<file path="config.mk">
export PLATFORM = sky130hd
export DESIGN_NAME = mem_arbiter
export DESIGN_NICKNAME = d
export VERILOG_FILES = /design/src/rtl/mem_pkg.sv /design/src/rtl/mem_arbiter.sv
export SDC_FILE = /design/constraint.sdc
export NUM_CORES = 1
export LEC_CHECK = 0
export ABC_AREA = 1
export BUFFER_PORTS_ARGS = -buffer_cell sky130_fd_sc_hd__buf_2
export CAP_MARGIN = 15
export CELL_PAD_IN_SITES_DETAIL_PLACEMENT = 1
export CELL_PAD_IN_SITES_GLOBAL_PLACEMENT = 1
export CORE_MARGIN = 4
export CORE_UTILIZATION = 35
export CTS_CLUSTER_DIAMETER = 60
export DETAILED_ROUTE_END_ITERATION = 8
export PLACE_DENSITY = 0.86
export SLEW_MARGIN = 40
export SYNTH_ARGS = -nofsm -noshare
export SYNTH_HDL_FRONTEND = slang
export SYNTH_SLANG_ARGS = --single-unit
</file>
<file path="constraint.sdc">
create_clock -name clk -period 2.19 [get_ports clk]
set_clock_uncertainty 0.15 [all_clocks]
set_input_delay 0.219 -clock clk [delete_from_list [all_inputs] [get_ports clk]]
set_output_delay 0.219 -clock clk [all_outputs]
set_load 0.03 [all_outputs]
</file>
<file path="src/rtl/mem_pkg.sv">
// +-----------------------------------------------------------------------+
// | mem_pkg: shared widths, FSM states and owner encoding for mem_arbiter |
// | Revision: 1.0                                                         |
// +-----------------------------------------------------------------------+
`default_nettype none

package mem_pkg;

  localparam int MEM_ADDR_W = 14;
  localparam int MEM_LINE_W = 64;

  typedef enum logic [2:0] {
    ST_IDLE    = 3'd0,
    ST_WB_REQ  = 3'd1,
    ST_WB_WAIT = 3'd2,
    ST_RD_REQ  = 3'd3,
    ST_RD_WAIT = 3'd4,
    ST_DONE    = 3'd5
  } state_e;

  typedef enum logic {
    OWN_I = 1'b0,
    OWN_D = 1'b1
  } owner_e;

endpackage

`default_nettype wire

</file>
<file path="src/rtl/mem_arbiter.sv">
// +-----------------------------------------------------------------------+
// | mem_arbiter: I/D-cache line-miss arbiter driving unified_mem          |
// | Revision: 1.0                                                         |
// +-----------------------------------------------------------------------+
`default_nettype none

module mem_arbiter
  import mem_pkg::*;
#(
  parameter int ADDR_W = MEM_ADDR_W,
  parameter int LINE_W = MEM_LINE_W
) (
  input  logic              clk,
  input  logic              rst_n,
  input  logic              i_req,
  input  logic [ADDR_W-1:0] i_addr,
  output logic              i_done,
  output logic [LINE_W-1:0] i_rdata,
  input  logic              d_req,
  input  logic [ADDR_W-1:0] d_addr,
  input  logic              d_dirty,
  input  logic [ADDR_W-1:0] d_wb_addr,
  input  logic [LINE_W-1:0] d_wdata,
  output logic              d_done,
  output logic [LINE_W-1:0] d_rdata,
  output logic [ADDR_W-1:0] mem_addr,
  output logic              mem_re,
  output logic              mem_we,
  output logic [LINE_W-1:0] mem_wdata,
  input  logic [LINE_W-1:0] mem_rd_data,
  input  logic              mem_rdy,
  output logic              busy
);

  state_e              r_state;
  owner_e              r_owner;
  logic [ADDR_W-1:0]   r_fill_addr;

  // Strobes come straight from the state register, so each is exactly one
  // cycle wide and the two can never overlap.
  assign mem_we = (r_state == ST_WB_REQ);
  assign mem_re = (r_state == ST_RD_REQ);
  assign busy   = (r_state != ST_IDLE);

  always_ff @(posedge clk or negedge rst_n) begin
    if (!rst_n) begin
      r_state     <= ST_IDLE;
      r_owner     <= OWN_I;
      r_fill_addr <= '0;
      i_done      <= 1'b0;
      d_done      <= 1'b0;
      i_rdata     <= '0;
      d_rdata     <= '0;
      mem_addr    <= '0;
      mem_wdata   <= '0;
    end else begin
      i_done <= 1'b0;
      d_done <= 1'b0;
      case (r_state)
        ST_IDLE: begin
          // mem_addr/mem_wdata are loaded here so they are stable in the
          // following strobe cycle; D has fixed priority over I.
          if (mem_rdy && (d_req || i_req)) begin
            if (d_req) begin
              r_owner     <= OWN_D;
              r_fill_addr <= d_addr;
              if (d_dirty) begin
                mem_addr  <= d_wb_addr;
                mem_wdata <= d_wdata;
                r_state   <= ST_WB_REQ;
              end else begin
                mem_addr  <= d_addr;
                r_state   <= ST_RD_REQ;
              end
            end else begin
              r_owner     <= OWN_I;
              r_fill_addr <= i_addr;
              mem_addr    <= i_addr;
              r_state     <= ST_RD_REQ;
            end
          end
        end
        ST_WB_REQ: r_state <= ST_WB_WAIT;
        ST_WB_WAIT: begin
          if (mem_rdy) begin
            mem_addr <= r_fill_addr;
            r_state  <= ST_RD_REQ;
          end
        end
        ST_RD_REQ: r_state <= ST_RD_WAIT;
        ST_RD_WAIT: begin
          if (mem_rdy) begin
            if (r_owner == OWN_D) begin
              d_rdata <= mem_rd_data;
              d_done  <= 1'b1;
            end else begin
              i_rdata <= mem_rd_data;
              i_done  <= 1'b1;
            end
            r_state <= ST_DONE;
          end
        end
        // Requests are deliberately not sampled here.
        ST_DONE: r_state <= ST_IDLE;
        default: r_state <= ST_IDLE;
      endcase
    end
  end

endmodule

`default_nettype wire

</file>
==> results.ini <==
[pwr]
power.switching_mw = 9.99
seqPwrFrac_pct = 34.0
power.leakage_nw = 8.14
power.switching_fraction_pct = 46.2
power.density_nw_per_um2 = 1480
internal_power_mw = 11.6
share_comb_of_total_power_pct = 44.5
worst_ir_drop_vdd_mv = 0.563
power.total_mw = 21.6
clockPowerShare_pct = 21.6

[flow_run]
max_cap_violations = 0

[global_route]
grt_first_pass_wirelength_um = 65100
largest_net_degree_at_the_start_of_global_routing = 129
grt_antenna_before_repair = 6
gr-usage-all-layers_pct = 26.8
grt_overflow_total = 0
grt_pass1_vias = 11400

[setup_path]
worstSetupPathType = reg2out
rr_startpoint = r_state[1]$_DFFE_PN0P_
worst_ep_required_time_ns = 1.82
timing.critical_path.arrival_ns = 1.65
setup.worst_path.end = mem_re
cp_max_fo = 6
ff2ff_setup_slack_ns = 0.24
worst_setup_path_startpoint = r_state[1]$_DFFE_PN0P_
r2r.worst_path.cells = 7
crit-reg2reg-capture = mem_wdata[16]$_DFFE_PN0P_
setup.worst_path.end_class = primary output
critPathLaunchType = register

[cts]
cts_max_path_buffers = 3
cts.sinks = 226
tritoncts = built
clock_tree.root_cell = sky130_fd_sc_hd__clkbuf_16
htreeDepth = 1
clk-insertion-delay-late_ns = 0.53
post_cts_setup_buffers = 0
cts.clk_slew.worst_paths_ns = 0.06
tritoncts_buffer_count = 28

[timing]
min_period_ns = 2.02
maxSlewHeadroom_pct = 49.7
setup-violations-final = 0
unrepaired_setup_endpoints_after_global_routing = no
hold_viol_final = 0
achievable-frequency_ghz = 0.495
timing.setup.tns_ns = 0
hold_ws_ns = 0.0327
worstMarginPinSlew_ns = 0.755
timing.final.max_slew_violations = 0
final.period_utilization_pct = 92.3

[finish]
fin_area_um2 = 14600
share_of_layout_cells_above_drive_strength_1_pct = 31.8
synthToLayoutAreaGrowth_pct = 51.0
net_total_in_the_final_layout = 1834

[yosys]
synthArstFlopShare_pct = 100
ys.flop_type = sky130_fd_sc_hd__dfrtp_1
synth.net_count = 1286
post_synth_inst_count = 1110
synth-warning-count = 0
syn_area_um2 = 9670
synth_edf_count = 0
yosys.cell_count.top_type = sky130_fd_sc_hd__nand2_1
synth_top_family_by_area = simple AND/OR/NAND/NOR gates
synth_top_cells_by_count = 491 x sky130_fd_sc_hd__nand2_1, 226 x sky130_fd_sc_hd__dfrtp_1, 155 x sky130_fd_sc_hd__inv_1
synthesis.area_per_instance_um2 = 8.71
synth_xor_xnor_area_share_pct = 0
synth_top_area_share_pct = 58.5
synthDominantAreaCellType = sky130_fd_sc_hd__dfrtp_1
post_synth_mux_area_share_pct = 0
synth_compound_area_share_pct = 10.8
yosys-top-cells-area = sky130_fd_sc_hd__dfrtp_1 58%, sky130_fd_sc_hd__nand2_1 19%, sky130_fd_sc_hd__inv_1 6.0%
count_of_distinct_cell_types_in_the_synthesized_netlist = 25
synthAdderAreaFrac_pct = 0
flop_and_latch_count_out_of_synthesis = 226
yosysSeqAreaShare_pct = 58.5
synthSimpleGateAreaFrac_pct = 20.9

[drt]
ant_nets = 0
drt_wl_total_um = 41400
route.detailed.vias_per_inst = 4.79
detailedRoute.firstPassIterationCount = 5
detailroute.via_count = 9835
post-route-drc-count = 0
wire_per_inst_um = 20.1
drt_iter0_drc = 587

[floorplan]
placeableCoreArea_um2 = 27100
num_io_pins = 387
die_y_um = 174
initial_core_util_pct = 35.7
dieWidth_um = 174
placement_rows = 60
die_area_um2 = 30400

[hold_path]
worstHoldStart = d_wb_addr[13]
worst_hold_path_type = in2reg

[place]
io_buffer_count = 386
dp_hpwl_um = 23800
globalplace.congestion = 0.793
place_area_um2 = 12000

[status]
status = finished clean

cells by family (layout without fill, tap and decap cells):
logic type,after synthesis,count (layout)
DFF,226,226
other,0,6
buffers and inverters,213,780
and+or+nand+nor,520,520
AOI/OAI and AO/OA,151,151
layout by cell type, fill, tap and decap left out:
| cell type | netlist | final |
|---|---|---|
| sky130_fd_sc_hd__clkinv_2 | 0 | 3 |
| sky130_fd_sc_hd__nand4_1 | 1 | 1 |
| sky130_fd_sc_hd__clkbuf_8 | 0 | 5 |
| sky130_fd_sc_hd__dfrtp_1 | 226 | 226 |
| sky130_fd_sc_hd__clkbuf_1 | 3 | 5 |
| sky130_fd_sc_hd__o21a_1 | 13 | 13 |
| sky130_fd_sc_hd__diode_2 | 0 | 6 |
| sky130_fd_sc_hd__clkinvlp_4 | 0 | 2 |
| sky130_fd_sc_hd__o211ai_1 | 1 | 1 |
| sky130_fd_sc_hd__nor3_4 | 0 | 1 |
| sky130_fd_sc_hd__clkinv_4 | 0 | 1 |
| sky130_fd_sc_hd__buf_12 | 0 | 9 |
| sky130_fd_sc_hd__buf_2 | 35 | 385 |
| sky130_fd_sc_hd__nand2_1 | 491 | 490 |
| sky130_fd_sc_hd__o21ai_1 | 43 | 43 |
| sky130_fd_sc_hd__o21bai_1 | 1 | 1 |
| sky130_fd_sc_hd__nor2_4 | 3 | 3 |
| sky130_fd_sc_hd__inv_6 | 0 | 2 |
| sky130_fd_sc_hd__inv_2 | 2 | 3 |
| sky130_fd_sc_hd__buf_4 | 4 | 18 |
| sky130_fd_sc_hd__nand2_2 | 3 | 4 |
| sky130_fd_sc_hd__nor3_1 | 1 | 1 |
| sky130_fd_sc_hd__o211ai_2 | 1 | 1 |
| sky130_fd_sc_hd__a21oi_1 | 2 | 2 |
| sky130_fd_sc_hd__clkbuf_16 | 0 | 29 |
| sky130_fd_sc_hd__nand3_1 | 16 | 16 |
| sky130_fd_sc_hd__nand3_4 | 0 | 1 |
| sky130_fd_sc_hd__nor2_1 | 3 | 3 |
| sky130_fd_sc_hd__o21ai_2 | 64 | 64 |
| sky130_fd_sc_hd__buf_8 | 0 | 1 |
| sky130_fd_sc_hd__bufinv_16 | 0 | 2 |
| sky130_fd_sc_hd__o21ai_0 | 26 | 26 |
| sky130_fd_sc_hd__inv_1 | 155 | 154 |
| sky130_fd_sc_hd__dlygate4sd3_1 | 0 | 161 |
cell type report:
class / count / area (um2)
clock buffer: 39 / 813
antenna: 6 / 15.0
clock inverter: 10 / 116
inverter: 157 / 589
multi-input combinational: 671 / 3080
timing repair buffer: 574 / 3870
fill: 3208 / 12500
tap: 372 / 465
sequential: 226 / 5660
worst max-delay path, stage by stage (launching register included):
cell and delay [ns]:
sky130_fd_sc_hd__dfrtp_1 0.49, sky130_fd_sc_hd__nand2_1 0.15, sky130_fd_sc_hd__nor2_1 0.21, sky130_fd_sc_hd__buf_2 0.26
power by group through the flow:
stage	Clock (mW)	Combinational, mW	Sequential (mW)
floorplan	0	2.53	10.5
global placement	0	8.75	7.09
detailed placement	0	9.05	7.19
CTS	4.73	9.36	7.17
global route	4.98	10.2	7.53
finish	4.66	9.60	7.33
repair_timing:
action / 4_1_cts / 5_1_grt
setup endpoints to repair: 0 / 1
endpoints found under the hold margin: 309 / 0
hold buffers: 161 / 0
gates resized for setup: 0 / 1
worst min-delay path by stage:
stage / to / slack, ns / depth (start not counted)
floorplan: d_done$_DFF_PN0_ / -0.23 / 0
global placement: r_fill_addr[7]$_DFFE_PN0P_ / 0.12 / 1
detailed placement: r_fill_addr[7]$_DFFE_PN0P_ / 0.13 / 1
CTS: mem_addr[8]$_DFFE_PN0P_ / 0.0001 / 9
global route: mem_addr[7]$_DFFE_PN0P_ / 0.07 / 9
finish: mem_addr[13]$_DFFE_PN0P_ / 0.03 / 7
routing by layer:
metal  vias up  part of all wire, %  GRT usage (%)
li1       4439                    -              -
met1      4834                   36           29.7
met2       446                   52           49.0
met3       116                  7.0           6.66
met4         0                  4.4           10.7
met5         -                    0              0
state kept, by name, indices dropped and copies added, names as in the netlist:
register     flops
mem_addr        14
i_rdata         64
mem_wdata       64
d_done           1
i_done           1
r_owner          1
r_state          3
r_fill_addr     14
d_rdata         64
per-stage QoR:
| step | std cells | worst slack [ns] | utilization [%] |
|---|---|---|---|
| CTS | 2049 | 0.164 | 53.8 |
| floorplan | 1110 | 0.545 | - |
| finish | 2055 | 0.169 | 53.9 |
| global placement | 1839 | 0.424 | 44.4 |
| global route | 2055 | 0.0881 | 53.9 |
| detailed placement | 1839 | 0.324 | 44.4 |
No activity file was read; power rests on OpenSTA's default activity.
